$ cat config.mk
export PLATFORM = sky130hd
export DESIGN_NAME = ahb3lite_mem_slave_if_flat
export DESIGN_NICKNAME = d
export VERILOG_FILES = /design/src/rtl/ahb3lite_mem_slave_if_pkg.sv /design/src/rtl/ahb3lite_mem_slave_if_if.sv /design/src/rtl/ahb3lite_mem_slave_if.sv /design/src/flat_wrapper.sv
export SDC_FILE = /design/constraint.sdc
export NUM_CORES = 1
export LEC_CHECK = 0
export ABC_AREA = 1
export CAP_MARGIN = 20
export CORE_MARGIN = 2
export CORE_UTILIZATION = 42
export DETAILED_ROUTE_END_ITERATION = 6
export PLACE_DENSITY = 0.86
export SKIP_CTS_REPAIR_TIMING = 1
export SYNTH_ARGS = -nofsm -noshare
export SYNTH_HDL_FRONTEND = slang
export SYNTH_SLANG_ARGS = --single-unit
$ cat constraint.sdc
create_clock -name HCLK -period 3.7 [get_ports HCLK]
set_clock_uncertainty 0.1 [all_clocks]
set_input_delay 0.74 -clock HCLK [delete_from_list [all_inputs] [get_ports HCLK]]
set_output_delay 0.74 -clock HCLK [all_outputs]
set_load 0.02 [all_outputs]
$ cat src/rtl/ahb3lite_mem_slave_if_pkg.sv
// Shared AHB3-Lite constants and the slave data-phase state type.
// Imported by the slave front-end and its bus interface.
package ahb3lite_pkg;

    localparam logic [1:0] HTRANS_IDLE   = 2'b00;
    localparam logic [1:0] HTRANS_BUSY   = 2'b01;
    localparam logic [1:0] HTRANS_NONSEQ = 2'b10;
    localparam logic [1:0] HTRANS_SEQ    = 2'b11;

    localparam logic [2:0] HSIZE_WORD = 3'b010;

    localparam logic HRESP_OKAY  = 1'b0;
    localparam logic HRESP_ERROR = 1'b1;

    typedef enum logic [2:0] {
        ST_IDLE,
        ST_WR,
        ST_RD,
        ST_ERR1,
        ST_ERR2
    } slv_state_t;

endpackage

$ cat src/rtl/ahb3lite_mem_slave_if_if.sv
// Bus bundle between an AHB3-Lite master/interconnect and the memory
// slave front-end: address/data phase inputs, response and memory strobes.
interface ahb3lite_mem_slave_if_if;

    logic        HSEL;
    logic [31:0] HADDR;
    logic [1:0]  HTRANS;
    logic        HWRITE;
    logic [2:0]  HSIZE;
    logic        HREADY;
    logic [31:0] HWDATA;
    logic        HREADYOUT;
    logic        HRESP;
    logic [31:0] READ_addr;
    logic        read_flag;
    logic [31:0] WRITE_addr;
    logic        write_flag;
    logic [31:0] mem_wdata;

    modport slave (
        input  HSEL, HADDR, HTRANS, HWRITE, HSIZE, HREADY, HWDATA,
        output HREADYOUT, HRESP,
        output READ_addr, read_flag, WRITE_addr, write_flag, mem_wdata
    );

    modport master (
        output HSEL, HADDR, HTRANS, HWRITE, HSIZE, HREADY, HWDATA,
        input  HREADYOUT, HRESP,
        input  READ_addr, read_flag, WRITE_addr, write_flag, mem_wdata
    );

endinterface

$ cat src/rtl/ahb3lite_mem_slave_if.sv
// AHB3-Lite slave front-end for a word-addressed memory array.
// Ports: HCLK, HRESETn (async, active-low), bus (slave modport):
//   AHB address/data phase in, HREADYOUT/HRESP out, read/write strobes
//   with word index and write data towards the memory.
module ahb3lite_mem_slave_if #(
    parameter int MEM_DEPTH = 4096,
    parameter int RD_WAIT   = 0
) (
    input  logic                   HCLK,
    input  logic                   HRESETn,
    ahb3lite_mem_slave_if_if.slave bus
);

    import ahb3lite_pkg::*;

    slv_state_t  r_state;
    logic [3:0]  r_cnt;
    logic        r_hreadyout;
    logic        r_hresp;
    logic        r_read_flag;
    logic        r_write_flag;
    logic [31:0] r_read_addr;
    logic [31:0] r_write_addr;

    logic        w_accept;
    logic        w_legal;
    logic        w_free;
    logic [31:0] w_idx;

    assign w_accept = bus.HSEL & bus.HTRANS[1] & bus.HREADY;
    assign w_idx    = {2'b00, bus.HADDR[31:2]};
    assign w_legal  = (bus.HSIZE == HSIZE_WORD) &&
                      (bus.HADDR[1:0] == 2'b00) &&
                      (w_idx < 32'(MEM_DEPTH));

    // Cycles in which HREADYOUT is high, so the next address phase may
    // be taken: this is what gives back-to-back pipelining.
    assign w_free = (r_state == ST_IDLE) || (r_state == ST_WR) ||
                    (r_state == ST_ERR2) ||
                    ((r_state == ST_RD) && (r_cnt == 4'd0));

    always_ff @(posedge HCLK or negedge HRESETn) begin
        if (!HRESETn) begin
            r_state      <= ST_IDLE;
            r_cnt        <= 4'd0;
            r_hreadyout  <= 1'b1;
            r_hresp      <= HRESP_OKAY;
            r_read_flag  <= 1'b0;
            r_write_flag <= 1'b0;
            r_read_addr  <= 32'd0;
            r_write_addr <= 32'd0;
        end else if (w_free) begin
            r_state      <= ST_IDLE;
            r_hreadyout  <= 1'b1;
            r_hresp      <= HRESP_OKAY;
            r_read_flag  <= 1'b0;
            r_write_flag <= 1'b0;
            if (w_accept) begin
                if (!w_legal) begin
                    r_state     <= ST_ERR1;
                    r_hreadyout <= 1'b0;
                    r_hresp     <= HRESP_ERROR;
                end else if (bus.HWRITE) begin
                    r_state      <= ST_WR;
                    r_write_flag <= 1'b1;
                    r_write_addr <= w_idx;
                end else begin
                    r_state     <= ST_RD;
                    r_read_flag <= 1'b1;
                    r_read_addr <= w_idx;
                    r_cnt       <= 4'(RD_WAIT);
                    r_hreadyout <= (RD_WAIT == 0);
                end
            end
        end else begin
            case (r_state)
                ST_RD: begin
                    // Ready rises in the cycle the counter reaches zero.
                    r_cnt       <= r_cnt - 4'd1;
                    r_hreadyout <= (r_cnt == 4'd1);
                end
                ST_ERR1: begin
                    r_state     <= ST_ERR2;
                    r_hreadyout <= 1'b1;
                    r_hresp     <= HRESP_ERROR;
                end
                default: begin
                    r_state      <= ST_IDLE;
                    r_hreadyout  <= 1'b1;
                    r_hresp      <= HRESP_OKAY;
                    r_read_flag  <= 1'b0;
                    r_write_flag <= 1'b0;
                end
            endcase
        end
    end

    assign bus.HREADYOUT  = r_hreadyout;
    assign bus.HRESP      = r_hresp;
    assign bus.read_flag  = r_read_flag;
    assign bus.write_flag = r_write_flag;
    assign bus.READ_addr  = r_read_addr;
    assign bus.WRITE_addr = r_write_addr;
    assign bus.mem_wdata  = bus.HWDATA;

endmodule

$ cat src/flat_wrapper.sv
// flat-port wrapper written by rule: the top's interface ports become plain ports
module ahb3lite_mem_slave_if_flat import ahb3lite_pkg::*;
#(
    parameter int MEM_DEPTH = 4096,
    parameter int RD_WAIT   = 0
)
  (HCLK, HRESETn, bus_HSEL, bus_HADDR, bus_HTRANS, bus_HWRITE, bus_HSIZE, bus_HREADY, bus_HWDATA, bus_HREADYOUT, bus_HRESP, bus_READ_addr, bus_read_flag, bus_WRITE_addr, bus_write_flag, bus_mem_wdata);
  ahb3lite_mem_slave_if_if bus_i ();
  input  logic HCLK;
  input  logic HRESETn;
  input wire logic [$bits(bus_i.HSEL)-1:0] bus_HSEL;
  input wire logic [$bits(bus_i.HADDR)-1:0] bus_HADDR;
  input wire logic [$bits(bus_i.HTRANS)-1:0] bus_HTRANS;
  input wire logic [$bits(bus_i.HWRITE)-1:0] bus_HWRITE;
  input wire logic [$bits(bus_i.HSIZE)-1:0] bus_HSIZE;
  input wire logic [$bits(bus_i.HREADY)-1:0] bus_HREADY;
  input wire logic [$bits(bus_i.HWDATA)-1:0] bus_HWDATA;
  output wire logic [$bits(bus_i.HREADYOUT)-1:0] bus_HREADYOUT;
  output wire logic [$bits(bus_i.HRESP)-1:0] bus_HRESP;
  output wire logic [$bits(bus_i.READ_addr)-1:0] bus_READ_addr;
  output wire logic [$bits(bus_i.read_flag)-1:0] bus_read_flag;
  output wire logic [$bits(bus_i.WRITE_addr)-1:0] bus_WRITE_addr;
  output wire logic [$bits(bus_i.write_flag)-1:0] bus_write_flag;
  output wire logic [$bits(bus_i.mem_wdata)-1:0] bus_mem_wdata;
  assign bus_i.HSEL = bus_HSEL;
  assign bus_i.HADDR = bus_HADDR;
  assign bus_i.HTRANS = bus_HTRANS;
  assign bus_i.HWRITE = bus_HWRITE;
  assign bus_i.HSIZE = bus_HSIZE;
  assign bus_i.HREADY = bus_HREADY;
  assign bus_i.HWDATA = bus_HWDATA;
  assign bus_HREADYOUT = bus_i.HREADYOUT;
  assign bus_HRESP = bus_i.HRESP;
  assign bus_READ_addr = bus_i.READ_addr;
  assign bus_read_flag = bus_i.read_flag;
  assign bus_WRITE_addr = bus_i.WRITE_addr;
  assign bus_write_flag = bus_i.write_flag;
  assign bus_mem_wdata = bus_i.mem_wdata;
  ahb3lite_mem_slave_if #(.MEM_DEPTH(MEM_DEPTH), .RD_WAIT(RD_WAIT)) u_core (.HCLK(HCLK), .HRESETn(HRESETn), .bus(bus_i));
endmodule
* After elaboration in Yosys (flattened, before gate mapping)
Index checks and enable logic that the tools add are counted.
** Storage, ports and cells
- Output and inout bits :: 100
- Bits in registers :: 71
- Bits of input ports :: 74
- Word-level logic and storage cells :: 65
** Operators by class
- Multiplexer cells :: 27
- Reduce and logical (&&, ||, !) cells :: 14
- Order comparisons :: 1
- Equality and inequality tests :: 11
- Bitwise logic cells :: 3
- Add/subtract/negate cells :: 1
** Operators by type and width (count)
- < comparator 30 x 13 -> 1 bit, second input constant :: 1
- two-way mux 4 bit :: 5
- two-way mux 1 bit :: 16
- AND reduction 4 bit :: 3
- equality test 3 x 2 -> 1 bit, second input constant :: 3
- two-way mux 3 bit :: 3
- != test 2 x 1 -> 1 bit, second input constant :: 4
- case mux 3 bit (2 select lines) :: 1
- equality test 4 x 1 -> 1 bit, second input constant :: 1
- logical NOT 4 bit :: 1
- subtractor 4 x 1 -> 4 bit, second input constant :: 1
- equality test 3 x 1 -> 1 bit, second input constant :: 1
- equality test 3 bit, second input constant :: 1
- logical AND 1 bit :: 3
- logical NOT 3 bit :: 1
- logical OR 1 bit :: 3
- AND 1 bit :: 2
- logical NOT 2 bit :: 1
- two-way mux 2 bit :: 1
- != test 2 bit, second input constant :: 1
- case mux 1 bit (2 select lines) :: 1
- nonzero test 2 bit :: 1
- OR reduction 2 bit :: 1
- NOT 1 bit :: 1

* Logic depth before layout (Yosys ltp)
- Depth in word-level cells :: 6
- Gate-level depth with buffers :: 10
- Mapped depth without buffers :: 10

* Worst setup path after synthesis
OpenSTA, ideal clock, no wires.
- Path kind :: input-to-reg
- From :: input bus_HADDR[24]
- To :: register u_core.r_read_addr[19] (netlist: u_core.bus.READ_addr[19])
- Slack :: 1782 ps
- Setup time :: 115 ps
- Stages :: 9
- Arrival time :: 1703 ps
- Path buffers :: 1
- Required time :: 3485 ps
- Cell sequence :: nor2_1 -> nand2_1 -> nor2_1 -> nand3_2 -> nor2_1 -> nand2_2 -> inv_2 -> buf_6 -> nor2_1
** On the way
- Longest elaborated chain between the ends :: 3
** Ends and longest elaborated chain
- start: declaration :: line flat_wrapper.sv:12 : input wire logic [$bits(bus_i.HADDR)-1:0] bus_HADDR;
- < comparator 30 x 13 -> 1 bit :: line ahb3lite_mem_slave_if.sv:34 : (w_idx < 32'(MEM_DEPTH));
- logical AND 1 bit :: line ahb3lite_mem_slave_if.sv:33 : (bus.HADDR[1:0] == 2'b00) &&
- AND reduction 4 bit (no line)
- end signal: assignment :: line ahb3lite_mem_slave_if.sv:70 : r_read_addr <= w_idx;
- end: declaration :: line ahb3lite_mem_slave_if.sv:22 : logic [31:0] r_read_addr;
Every way passes these cells.
A chain may end at the register's enable or synchronous reset.

* Worst setup path in the final report
- From :: input bus_HSIZE[1]
- To :: register u_core.r_write_addr[17] (netlist: u_core.bus.WRITE_addr[17])
** On the way
- Longest elaborated chain between the ends :: 4
** Ends and longest elaborated chain
- start: declaration :: line flat_wrapper.sv:15 : input wire logic [$bits(bus_i.HSIZE)-1:0] bus_HSIZE;
- equality test 3 x 2 -> 1 bit :: line ahb3lite_mem_slave_if.sv:32 : assign w_legal = (bus.HSIZE == HSIZE_WORD) &&
- logical AND 1 bit :: line ahb3lite_mem_slave_if.sv:32
- logical AND 1 bit :: line ahb3lite_mem_slave_if.sv:33
- AND reduction 4 bit (no line)
- end signal: assignment :: line ahb3lite_mem_slave_if.sv:66 : r_write_addr <= w_idx;
- end: declaration :: line ahb3lite_mem_slave_if.sv:23 : logic [31:0] r_write_addr;
Every way passes these cells.

==> results.md <==
* Status: completed
* CP Data Required Time at 3.78 ns
* Multiplexer share of the synthesized area at 0%
* Clock latency on the worst-skew pair at 0.34 ns
* Max VDD drop at 0.207 mV
* Core Util, Final at slightly below 60%
* DIE HEIGHT at 91.2 µm
* Syn avg cell area at 8.89 µm²
* Clock H-tree levels at 3
* Post-Synthesis Cell Area at 0.00319 mm²
* Synth Instances at approximately 360
* Final hold vios at 0
* DRT iter0 DRCs at slightly above 90
* Placed cells at 524
* Final setup fails at 0
* Pwr Density at 445 mW/mm²
* Synth area leaders: dfrtp_1 (55%), buf_4 (9.2%), nand2_1 (8.4%)
* Synth warnings at 0
* Post-synthesis adder-cell area fraction at 1.18%
* Static Leak at 0.00221 µW
* Post-DRT Antenna Nets at 0
* Max_cap viols at 0
* Multi-input logic area at 900 µm²
* CTS tree: yes
* Total grt overflow at 0
* GR Util All Layers at 17.4%
* Kind of end point of the critical path: register
* Hold WS at 0.295 ns
* Number of global-route vias before repair at between 2,000 and 2,500
* Initial core utilization at 43.8%
* WL final at 6.78 mm
* Slew margin rel. at between 40% and 50%
* Die ar. at just over 0.008 mm²
* # port buffers at around 100
* DR WL/cell at 12.6 µm
* DRC errors left at 0
* Clock buffer depth at 2
* Simple-Gate Fraction of Synth Area at between 20% and 30%
* Core Region at 0.00729 mm²
* R2R depth at 9
* Clock sinks at 71
* Share of layout cells above drive strength 1 at 8.41%
* Setup TNS at 0 ns
* Worst slew pin tran at 0.773 ns
* Finished Layout Cells at 539
* Top-area cell type share of the netlist area at 54.9%
* RSZ-0062 raised after global routing: no
* CP startpoint: bus_HSIZE[1]
* Worst EP arrival at ~2.4 ns
* Clock period minus final worst setup slack at 2.36 ns
* Area post-placement at between 0.004 and 0.005 mm²
* Synth unique cells at 24
* Area Growth Syn to Fin at 35.1%
* First-pass GRT wire length at 11.5 mm
* CTS clk-pin slew, worst paths at approximately 0.070 ns
* Die width at 91.2 µm
* Sequential share of the synthesized area at roughly 56%
* Fill count at 640
* Post-DP HPWL at between 5 and 6 mm
* IO Count at roughly 170
* Worst Path Max Fanout at 18
* Finished Cell Area at 0.00431 mm²
* Number of diodes at 0
* RR Startpoint: u_core.r_cnt[0]
* Largest family of logic cells by synthesized area: simple AND/OR/NAND/NOR gates
* Startpoint types: primary input
* Biggest area consumer among synthesized cells: dfrtp_1
* Initial antenna violation count at 0
* Crit Path Class: primary input to register
* Row cnt at 31
* DR vias at 2,456
* Compound-Gate Fraction of Synth Area at 1.37%
* Largest net degree at the start of global routing at 47
* Routed vias/inst at 4.56
* Pins Over Slew Limit at 0
* CTS buffer count at 9
* DR pass1 iterations at 4
* Xor/xnor share of the synthesized area at 0.549%
* F_max at between 400 and 500 MHz
* Root buf cell: clkbuf_8
* Reg area at about 0.0018 mm²
* GP Congestion at just under 0.8
* Hold/Removal Path Class: primary input to async pin
* #FFs+latches synth at 71
* Tcrit/Tclk final at 63.7%
* Post-layout net count at between 500 and 600
layout make-up:
cell class / count / share of cell area, %
flip-flops and latches: 71 / 41.2
multi-input cells: 199 / 20.9
well taps: 99 / 2.87
repair buffers: 108 / 24.7
clock buffers: 10 / 3.19
inverters: 47 / 4.09
clock inverters: 5 / 2.99
kinds of logic (layout without fill, tap and decap cells):
logic type      count (synthesis)  after routing
other cells                     1              4
xor+xnor                        2              2
compound gates                  8              8
fa+ha+maj                       3              3
simple gates                  182            182
flops                          71             71
buf+inv                        92            170
power by group:
group	total, µW	switching (µW)	internal, µW
registers	840	30.0	810
logic	266	143	123
clock network	812	279	533
worst max-delay path: stages:
cell and delay (ns):
clkdlybuf4s50_1 0.46, inv_1 0.06, nor2_1 0.08, nand2_1 0.06, nor2_1 0.11, nand3_2 0.15
nor3_4 0.67, nor2_1 0.11
cells in the mapped netlist, drive strengths merged:
| master | n |
|---|---|
| nand2 | 75 |
| dfrtp | 70 |
| nor2 | 70 |
| inv | 47 |
| buf | 45 |
| nand3 | 31 |
| a21oi | 6 |
| nor3 | 4 |
| ha | 3 |
| o21ai | 2 |
| xnor2 | 2 |
| conb | 1 |
| dfstp | 1 |
| nand3b | 1 |
| nor3b | 1 |
worst paths after layout:
| kind | slack [ns] | end |
|---|---|---|
| max in group asynchronous | 2.21 | u_core.bus.WRITE_addr[19] |
| min | 0.29 | u_core.bus.WRITE_addr[10] |
| max reg2reg | 1.53 | u_core.bus.READ_addr[7] |
| max | 1.34 | u_core.bus.WRITE_addr[17] |
| min in group HCLK | 0.38 | u_core.bus.WRITE_addr[1] |
| min reg2reg | 0.38 | u_core.bus.WRITE_addr[1] |
registers in the layout (all words and copies together) (netlist names):
signal	flops
u_core.bus.READ_addr	30
u_core.bus.WRITE_addr	30
u_core.r_cnt	4
u_core.r_state	3
u_core.bus.HREADYOUT	1
u_core.bus.HRESP	1
u_core.bus.read_flag	1
u_core.bus.write_flag	1
stage by stage:
stage          setup WS [ns]  total power, µW
6_report                1.34             1920
5_1_grt                 1.11             2000
4_1_cts                 1.32             1940
3_5_place_dp           0.962             1120
3_3_place_gp            1.05             1110
2_1_floorplan           1.78             1070
routing by layer:
layer / vias to the layer above / global-route usage (%) / wire (µm)
met3: 15 / 4.32 / 456
met1: 1149 / 20.3 / 2840
met4: 0 / 9.09 / 157
met5: - / 0 / 0
li1: 1190 / - / -
met2: 102 / 29.6 / 3330
layout by cell type (no fill, tap or decap), types with 3 or more instances in the layout:
| master | n |
|---|---|
| a21oi_1 | 5 |
| clkdlybuf4s50_1 | 103 |
| nor2_2 | 6 |
| ha_1 | 3 |
| nand2_2 | 3 |
| nor3_1 | 3 |
| buf_4 | 4 |
| nand3_1 | 30 |
| conb_1 | 4 |
| nor2_1 | 64 |
| clkbuf_8 | 10 |
| nand2_1 | 71 |
| bufinv_16 | 4 |
| inv_1 | 45 |
| dfrtp_1 | 70 |
Note: power is estimated with default switching activity, not from simulation.
